$ cat src/rtl/condicionador_entradas.sv
`default_nettype none
// condicionador_entradas: synchronises and debounces the raw pushbuttons, then
// turns the clean colour levels into validated one-hot plays and a jogar pulse.
module condicionador_entradas #(
  parameter int DEBOUNCE_CICLOS = 50000,
  parameter int CW              = 16
) (
  input  logic       clock,
  input  logic       reset,
  input  logic [3:0] botoes_in,
  input  logic       jogar_in,
  output logic [3:0] botoes_limpos,
  output logic       jogar_pulso,
  output logic       jogada_pulso,
  output logic [3:0] jogada_codigo,
  output logic       multipla,
  output logic [1:0] db_estado
);

  localparam logic [CW-1:0] CNT_FIM = CW'(DEBOUNCE_CICLOS - 1);

  typedef enum logic [1:0] {
    LIVRE       = 2'd0,
    PRESSIONADO = 2'd1,
    INVALIDO    = 2'd2
  } estado_t;

  logic [4:0] raw_w;
  logic [4:0] sync1_q;
  logic [4:0] sync2_q;
  logic [4:0] stable_w;

  assign raw_w = {jogar_in, botoes_in};

  always_ff @(posedge clock or negedge reset) begin
    if (!reset) begin
      sync1_q <= '0;
      sync2_q <= '0;
    end else begin
      sync1_q <= raw_w;
      sync2_q <= sync1_q;
    end
  end

  // Bit 4 is jogar, bits 3:0 are the colour buttons; each debounces on its own.
  for (genvar i = 0; i < 5; i++) begin : g_db
    logic [CW-1:0] cnt_q;
    logic [CW-1:0] cnt_d;
    logic          stable_q;
    logic          stable_d;

    always_comb begin
      cnt_d    = '0;
      stable_d = stable_q;
      if (sync2_q[i] != stable_q) begin
        if (cnt_q == CNT_FIM) begin
          stable_d = sync2_q[i];
        end else begin
          cnt_d = cnt_q + 1'b1;
        end
      end
    end

    always_ff @(posedge clock or negedge reset) begin
      if (!reset) begin
        cnt_q    <= '0;
        stable_q <= 1'b0;
      end else begin
        cnt_q    <= cnt_d;
        stable_q <= stable_d;
      end
    end

    assign stable_w[i] = stable_q;
  end

  logic jogar_prev_q;
  logic jogar_pulso_q;

  always_ff @(posedge clock or negedge reset) begin
    if (!reset) begin
      jogar_prev_q  <= 1'b0;
      jogar_pulso_q <= 1'b0;
    end else begin
      jogar_prev_q  <= stable_w[4];
      jogar_pulso_q <= stable_w[4] & ~jogar_prev_q;
    end
  end

  logic [3:0] s_w;
  logic [2:0] n_bot_w;
  estado_t    estado_q;
  logic       jogada_pulso_q;
  logic [3:0] codigo_q;
  logic       multipla_q;

  assign s_w     = stable_w[3:0];
  assign n_bot_w = 3'(s_w[0]) + 3'(s_w[1]) + 3'(s_w[2]) + 3'(s_w[3]);

  // A press is only accepted from LIVRE, so a held button never re-triggers.
  always_ff @(posedge clock or negedge reset) begin
    if (!reset) begin
      estado_q       <= LIVRE;
      jogada_pulso_q <= 1'b0;
      codigo_q       <= '0;
      multipla_q     <= 1'b0;
    end else begin
      jogada_pulso_q <= 1'b0;
      case (estado_q)
        LIVRE: begin
          if (n_bot_w == 3'd1) begin
            codigo_q       <= s_w;
            jogada_pulso_q <= 1'b1;
            estado_q       <= PRESSIONADO;
          end else if (n_bot_w >= 3'd2) begin
            estado_q   <= INVALIDO;
            multipla_q <= 1'b1;
          end
        end
        PRESSIONADO: begin
          if (s_w == 4'd0) begin
            estado_q <= LIVRE;
          end
        end
        INVALIDO: begin
          if (s_w == 4'd0) begin
            estado_q   <= LIVRE;
            multipla_q <= 1'b0;
          end
        end
        default: begin
          estado_q   <= LIVRE;
          multipla_q <= 1'b0;
        end
      endcase
    end
  end

  assign botoes_limpos = s_w;
  assign jogar_pulso   = jogar_pulso_q;
  assign jogada_pulso  = jogada_pulso_q;
  assign jogada_codigo = codigo_q;
  assign multipla      = multipla_q;
  assign db_estado     = estado_q;

endmodule
`default_nettype wire

$ cat config.mk
export PLATFORM = sky130hd
export DESIGN_NAME = condicionador_entradas
export DESIGN_NICKNAME = d
export VERILOG_FILES = /design/src/rtl/condicionador_entradas.sv
export SDC_FILE = /design/constraint.sdc
export NUM_CORES = 1
export LEC_CHECK = 0
export CAP_MARGIN = 25
export CORE_MARGIN = 1.5
export CORE_UTILIZATION = 23
export DETAILED_ROUTE_END_ITERATION = 16
export PLACE_DENSITY = 0.42
export SLEW_MARGIN = 15
export SYNTH_ARGS = -nofsm -noshare
export SYNTH_HDL_FRONTEND = slang
export SYNTH_SLANG_ARGS = --single-unit
$ cat constraint.sdc
create_clock -name clock -period 5.1 [get_ports clock]
set_input_delay 0.765 -clock clock [delete_from_list [all_inputs] [get_ports clock]]
set_output_delay 0.765 -clock clock [all_outputs]
set_load 0.01 [all_outputs]
Word level (Yosys, flattened, before mapping)
Index checks and enable logic that the tools add are counted.
Cells by class
  add/subtract/negate cells: 8
  multipliers: 0
  div/mod/pow operators: 0
  magnitude comparators: 1
  eq/ne operators: 18
  shifts and indexed selects: 0
  mux-type cells: 20
  bitwise gates (word level): 3
  reduce and logical (&&, ||, !) cells: 11
Operators with widths (number)
  16-bit 2-to-1 mux: 10
  16-bit by 1-bit adder with 16-bit output (second input constant): 5
  16-bit equality test (second input constant): 5
  2-bit AND reduction: 7
  2-bit 2-to-1 mux: 3
  2-bit inequality test (second input constant): 3
  1-bit 2-to-1 mux: 5
  1-bit inequality test: 5
  4-bit logical NOT: 1
  2-bit case mux with 2 select lines: 1
  4-bit AND reduction: 1
  2-bit by 1-bit adder with 3-bit output: 1
  3-bit by 1-bit adder with 3-bit output: 1
  3-bit by 1-bit equality test with 1-bit output (second input constant): 1
  3-bit by 2-bit greater-or-equal comparator with 1-bit output (second input constant): 1
  3-bit inequality test (second input constant): 1
  1-bit case mux with 3 select lines: 1
  1-bit by 1-bit adder with 2-bit output: 1
  2-bit by 1-bit equality test with 1-bit output (second input constant): 1
  2-bit equality test (second input constant): 1
  2-bit logical NOT: 1
  2-bit by 1-bit inequality test with 1-bit output (second input constant): 1
  1-bit NOT: 2
  2-bit OR reduction: 1
  1-bit bitwise AND: 1
Word-level totals
  flip-flop bits (word level): 105
  bits in latches: 0
  memory bits (writable): 0
  ROM bits: 0
  input port bits: 7
  logic and storage cells: 79
  memories: 0

Longest topological paths before layout
  depth in word-level cells: 7
  depth in mapped cells: 10
  gate-level depth less buffers: 10

Worst setup path after synthesis
No wires, ideal clock.
  path type: register to register
  from: register g_db[0].stable_q
  to: register codigo_q[0], in the netlist jogada_codigo[0]
  arrival time: 2.318 ns
  required time: 4.975 ns
  setup slack: 2.657 ns
  cell stages (with the launch flop): 9
  buffers on the path: 0
  path through: dfrtp_1 -> inv_1 -> fa_1 -> inv_1 -> ha_1 -> inv_1 -> ha_1 -> nor4b_2 -> mux2_2
On the way
  cells in the longest elaborated chain, start to end: 5
RTL lines
  from (decl): RTL line 49  | logic stable_q;
  from (signal assigned): RTL line 70  | stable_q <= stable_d;
  1-bit by 1-bit adder with 2-bit output: RTL line 98  | assign n_bot_w = 3'(s_w[0]) + 3'(s_w[1]) + 3'(s_w[2]) + 3'(s_w[3]);
  2-bit by 1-bit adder with 3-bit output: RTL line 98
  3-bit by 1-bit adder with 3-bit output: RTL line 98
  3-bit by 1-bit equality test with 1-bit output: RTL line 111  | if (n_bot_w == 3'd1) begin
  2-bit AND reduction (no source line)
  to (signal assigned): RTL line 112  | codigo_q <= s_w;
  to (decl): RTL line 94  | logic [3:0] codigo_q;
Parallel ways exist; a longest one is shown, timed or not.
A chain may end at the register's enable or synchronous reset.

Worst setup path after layout
  from: register g_db[0].stable_q
  to: register codigo_q[1], in the netlist jogada_codigo[1]
On the way
  cells in the longest elaborated chain, start to end: 5
RTL lines (RTL line)
  1-bit by 1-bit adder with 2-bit output: 98
  2-bit by 1-bit adder with 3-bit output: 98
  3-bit by 1-bit adder with 3-bit output: 98
  3-bit by 1-bit equality test with 1-bit output: 111
  2-bit AND reduction (no source line)
Every way passes these cells.

==> impl_metrics.json <==
{
  "yosysSeqAreaShare_pct": 53.1,
  "critical_path.startpoint_type": "flop",
  "io_pins": 20,
  "cts_tree": "done",
  "setup_viol": 0,
  "rsz0062_at_grt": "no",
  "grt_pass1_vias": 3437,
  "ant_nets": 0,
  "worst_setup_path_end_kind": "flop",
  "finalSetupTns_ns": 0,
  "ir_drop_mv": 0.172,
  "num_antenna_cells": 0,
  "grt_max_degree": 76,
  "synthFlopType": "dfrtp_1",
  "syn-cell-area_um2": 4950,
  "dr.pass1.iters": 4,
  "dp_hpwl_um": 6630,
  "postSynthCellCount": 473,
  "required_ns": 5.33,
  "power_leakage_nw": 2.26,
  "root_buffer": "clkbuf_16",
  "buffer_ports.inserted": 19,
  "critical-path-slowest-cell": "nor4b_2",
  "antenna_found_initial": 0,
  "critical_path.max_fanout": 6,
  "period_share_pct": 53.4,
  "power_switching_mw": 0.347,
  "initial_core_util_pct": 23.5,
  "status": "finished clean",
  "hold_viol": 0,
  "clk_pin_slew_ns": 0.07,
  "avgSynthCellArea_um2": 10.5,
  "grt_pass1_wl_um": 17000,
  "worstMarginPinSlew_ns": 0.888,
  "placed_cell_area_um2": 5430,
  "finalCriticalPeriod_ns": 2.72,
  "fin_util_pct": 27.2,
  "syn_nets": 493,
  "crit_arrival_ns": 2.95,
  "ys_seq_elements": 105,
  "clk_path_buf_depth": 2,
  "drive_gt1_share_pct": 6.40,
  "slew_viol_final": 0,
  "hold_class": "in2async",
  "pwr-share-comb_pct": 3.3,
  "synth.distinct_cells": 35,
  "via_per_inst": 4.30,
  "place.gp.congestion": 0.749,
  "crit_top_cell": "inv_1",
  "core-area_um2": 21100,
  "maxCapViolations": 0,
  "swShare_pct": 22.2,
  "power.internal_mw": 1.22,
  "cp_top_family": "adder cells",
  "initialDrtViolationCount": 157,
  "clockPowerShare_pct": 41.9,
  "path_cells": "inv_1 > fa_1 > inv_1 > ha_1 > inv_1 > ha_1 > nor4b_2 > mux2_2",
  "fmax_mhz": 368,
  "syn_to_final_growth_pct": 15.9,
  "power-per-cell-area_nw_per_um2": 273,
  "crit_type": "reg2reg",
  "synthArstFlopShare_pct": 100,
  "routedWlPerCell_um": 12.4,
  "fillers": 2276,
  "fin_area_um2": 5740,
  "post-cts-setup-buffers": 0,
  "cts_resized": 0,
  "wirelength_um": 9640,
  "cp_slowest_stage_delay_ns": 0.58,
  "h-tree-depth": 3,
  "numCtsBuffers": 9,
  "die_h_um": 150,
  "critPathBufInv": 3,
  "dieArea_um2": 22400,
  "grt.total_usage_pct": 9.67,
  "drc": 0,
  "clk_latency_ns": 0.35,
  "num_rows": 53,
  "die_x_um": 150,
  "maxSlewHeadroom_pct": 40.6,
  "gr-total-overflow": 0,
  "synth_edf_count": 0,
  "seqPwrFrac_pct": 54.8,
  "holdBufCountCts": 0,
  "ys_warn_count": 0,
  "clock-sinks": 105,
  "fin_worst_skew_ns": 0.00548,
  "num_vias": 3335,
  "layout.nets": 516
}
==> cell type report <==
| cell class | count | area (um2) | area share, % |
|---|---|---|---|
| sequential | 105 | 2630 | 45.8 |
| multi-input combinational | 335 | 2170 | 37.8 |
| inverter | 24 | 90.1 | 1.57 |
| timing repair buffer | 21 | 223 | 3.88 |
| tap | 275 | 344 | 6.00 |
| clock inverter | 4 | 28.8 | 0.502 |
| clock buffer | 11 | 253 | 4.41 |
==> Yosys cell counts (2+ instances only) <==
cell type	count	share of area, %
buf_4	4	0.61
dfrtp_1	105	53
and4_1	2	0.35
nor4b_1	2	0.35
buf_2	4	0.40
inv_1	24	1.8
nor3_1	19	1.9
nor4bb_1	8	1.6
nand2_1	21	1.6
nor4_1	21	2.7
xor2_1	14	2.5
nor4b_2	2	0.61
nand4_1	24	3.0
a21oi_1	3	0.30
o21ai_0	3	0.30
nor2_1	89	6.8
xnor2_1	60	11
mux2_2	9	2.0
ha_1	12	3.0
o31ai_1	2	0.30
and3_1	6	0.76
nand3_1	26	2.6
==> stage by stage <==
| stage | cells | hold WS [ns] | worst slack, ns | power [mW] |
|---|---|---|---|---|
| final | 775 | 0.324 | 2.38 | 1.57 |
| after detailed placement | 759 | 0.336 | 2.34 | 0.925 |
| after global routing | 775 | 0.336 | 2.20 | 1.64 |
| after CTS | 774 | 0.355 | 2.32 | 1.60 |
| after global placement | 759 | 0.335 | 2.44 | 0.925 |
| after floorplan | 473 | 0.331 | 2.66 | 0.896 |
==> power by group through the flow <==
stage                     logic (mW)  clock network [mW]  registers [mW]
after floorplan               0.0243                   0           0.871
after global placement        0.0510                   0           0.874
after detailed placement      0.0514                   0           0.874
after CTS                     0.0516               0.688           0.858
after global routing          0.0615               0.719           0.860
final                         0.0514               0.656           0.858
==> layer usage <==
layer	vias up	track usage, %	part of all wire [%]
li1	1661	-	-
met1	1620	12.5	49
met2	47	15.2	46
met3	7	3.38	3.9
met4	0	2.94	1.3
met5	-	0	0
==> final timing paths <==
path | startpoint | end | slack, ns | cells past startpoint
max in group asynchronous | reset | jogada_codigo[1]$_DFFE_PN0P_ | 3.73 | 3
min in group clock | sync1_q[3]$_DFF_PN0_ | sync2_q[3]$_DFF_PN0_ | 0.35 | 0
max | g_db[0].stable_q$_DFFE_PN0P_ | jogada_codigo[1]$_DFFE_PN0P_ | 2.38 | 8
max reg2reg | g_db[0].stable_q$_DFFE_PN0P_ | jogada_codigo[1]$_DFFE_PN0P_ | 2.38 | 8
min | reset | g_db[1].cnt_q[8]$_DFF_PN0_ | 0.32 | 1
min reg2reg | sync1_q[3]$_DFF_PN0_ | sync2_q[3]$_DFF_PN0_ | 0.35 | 0
==> layout by cell type (no fill, tap or decap), drive strengths merged, types with 2 or more instances in the layout <==
cell and n:
and3 6, nand4 24, clkdlybuf4s50 18, xor2 14
dfrtp 105, o21ai 3, nor4bb 8, nor4 21
a21oi 3, and4 2, xnor2 60, mux2 9
nor3 19, clkinvlp 2, ha 12, nor2 89
nand3 26, clkbuf 11, nor4b 4, o31ai 2
clkinv 2, nand2 21, buf 3, inv 24
==> state kept, by name, summed over array words and instances (netlist names) <==
register / count
g_db.cnt_q: 80
g_db.stable_q: 5
sync1_q: 5
sync2_q: 5
jogada_codigo: 4
db_estado: 2
jogada_pulso: 1
jogar_prev_q: 1
jogar_pulso: 1
multipla: 1
==> logic make-up (layout without fill, tap and decap cells) <==
logic type,after synthesis,count (layout),synth area share (%)
AO/OA/AOI/OAI,12,12,1.97
XOR/XNOR,74,74,13.1
flip-flops,105,105,53.1
adder cells (fa/ha/maj),13,13,3.44
AND/OR/NAND/NOR,227,227,23.3
multiplexers,9,9,2.05
buffers and inverters,33,60,3.06
(Power assumes the default switching activity.)
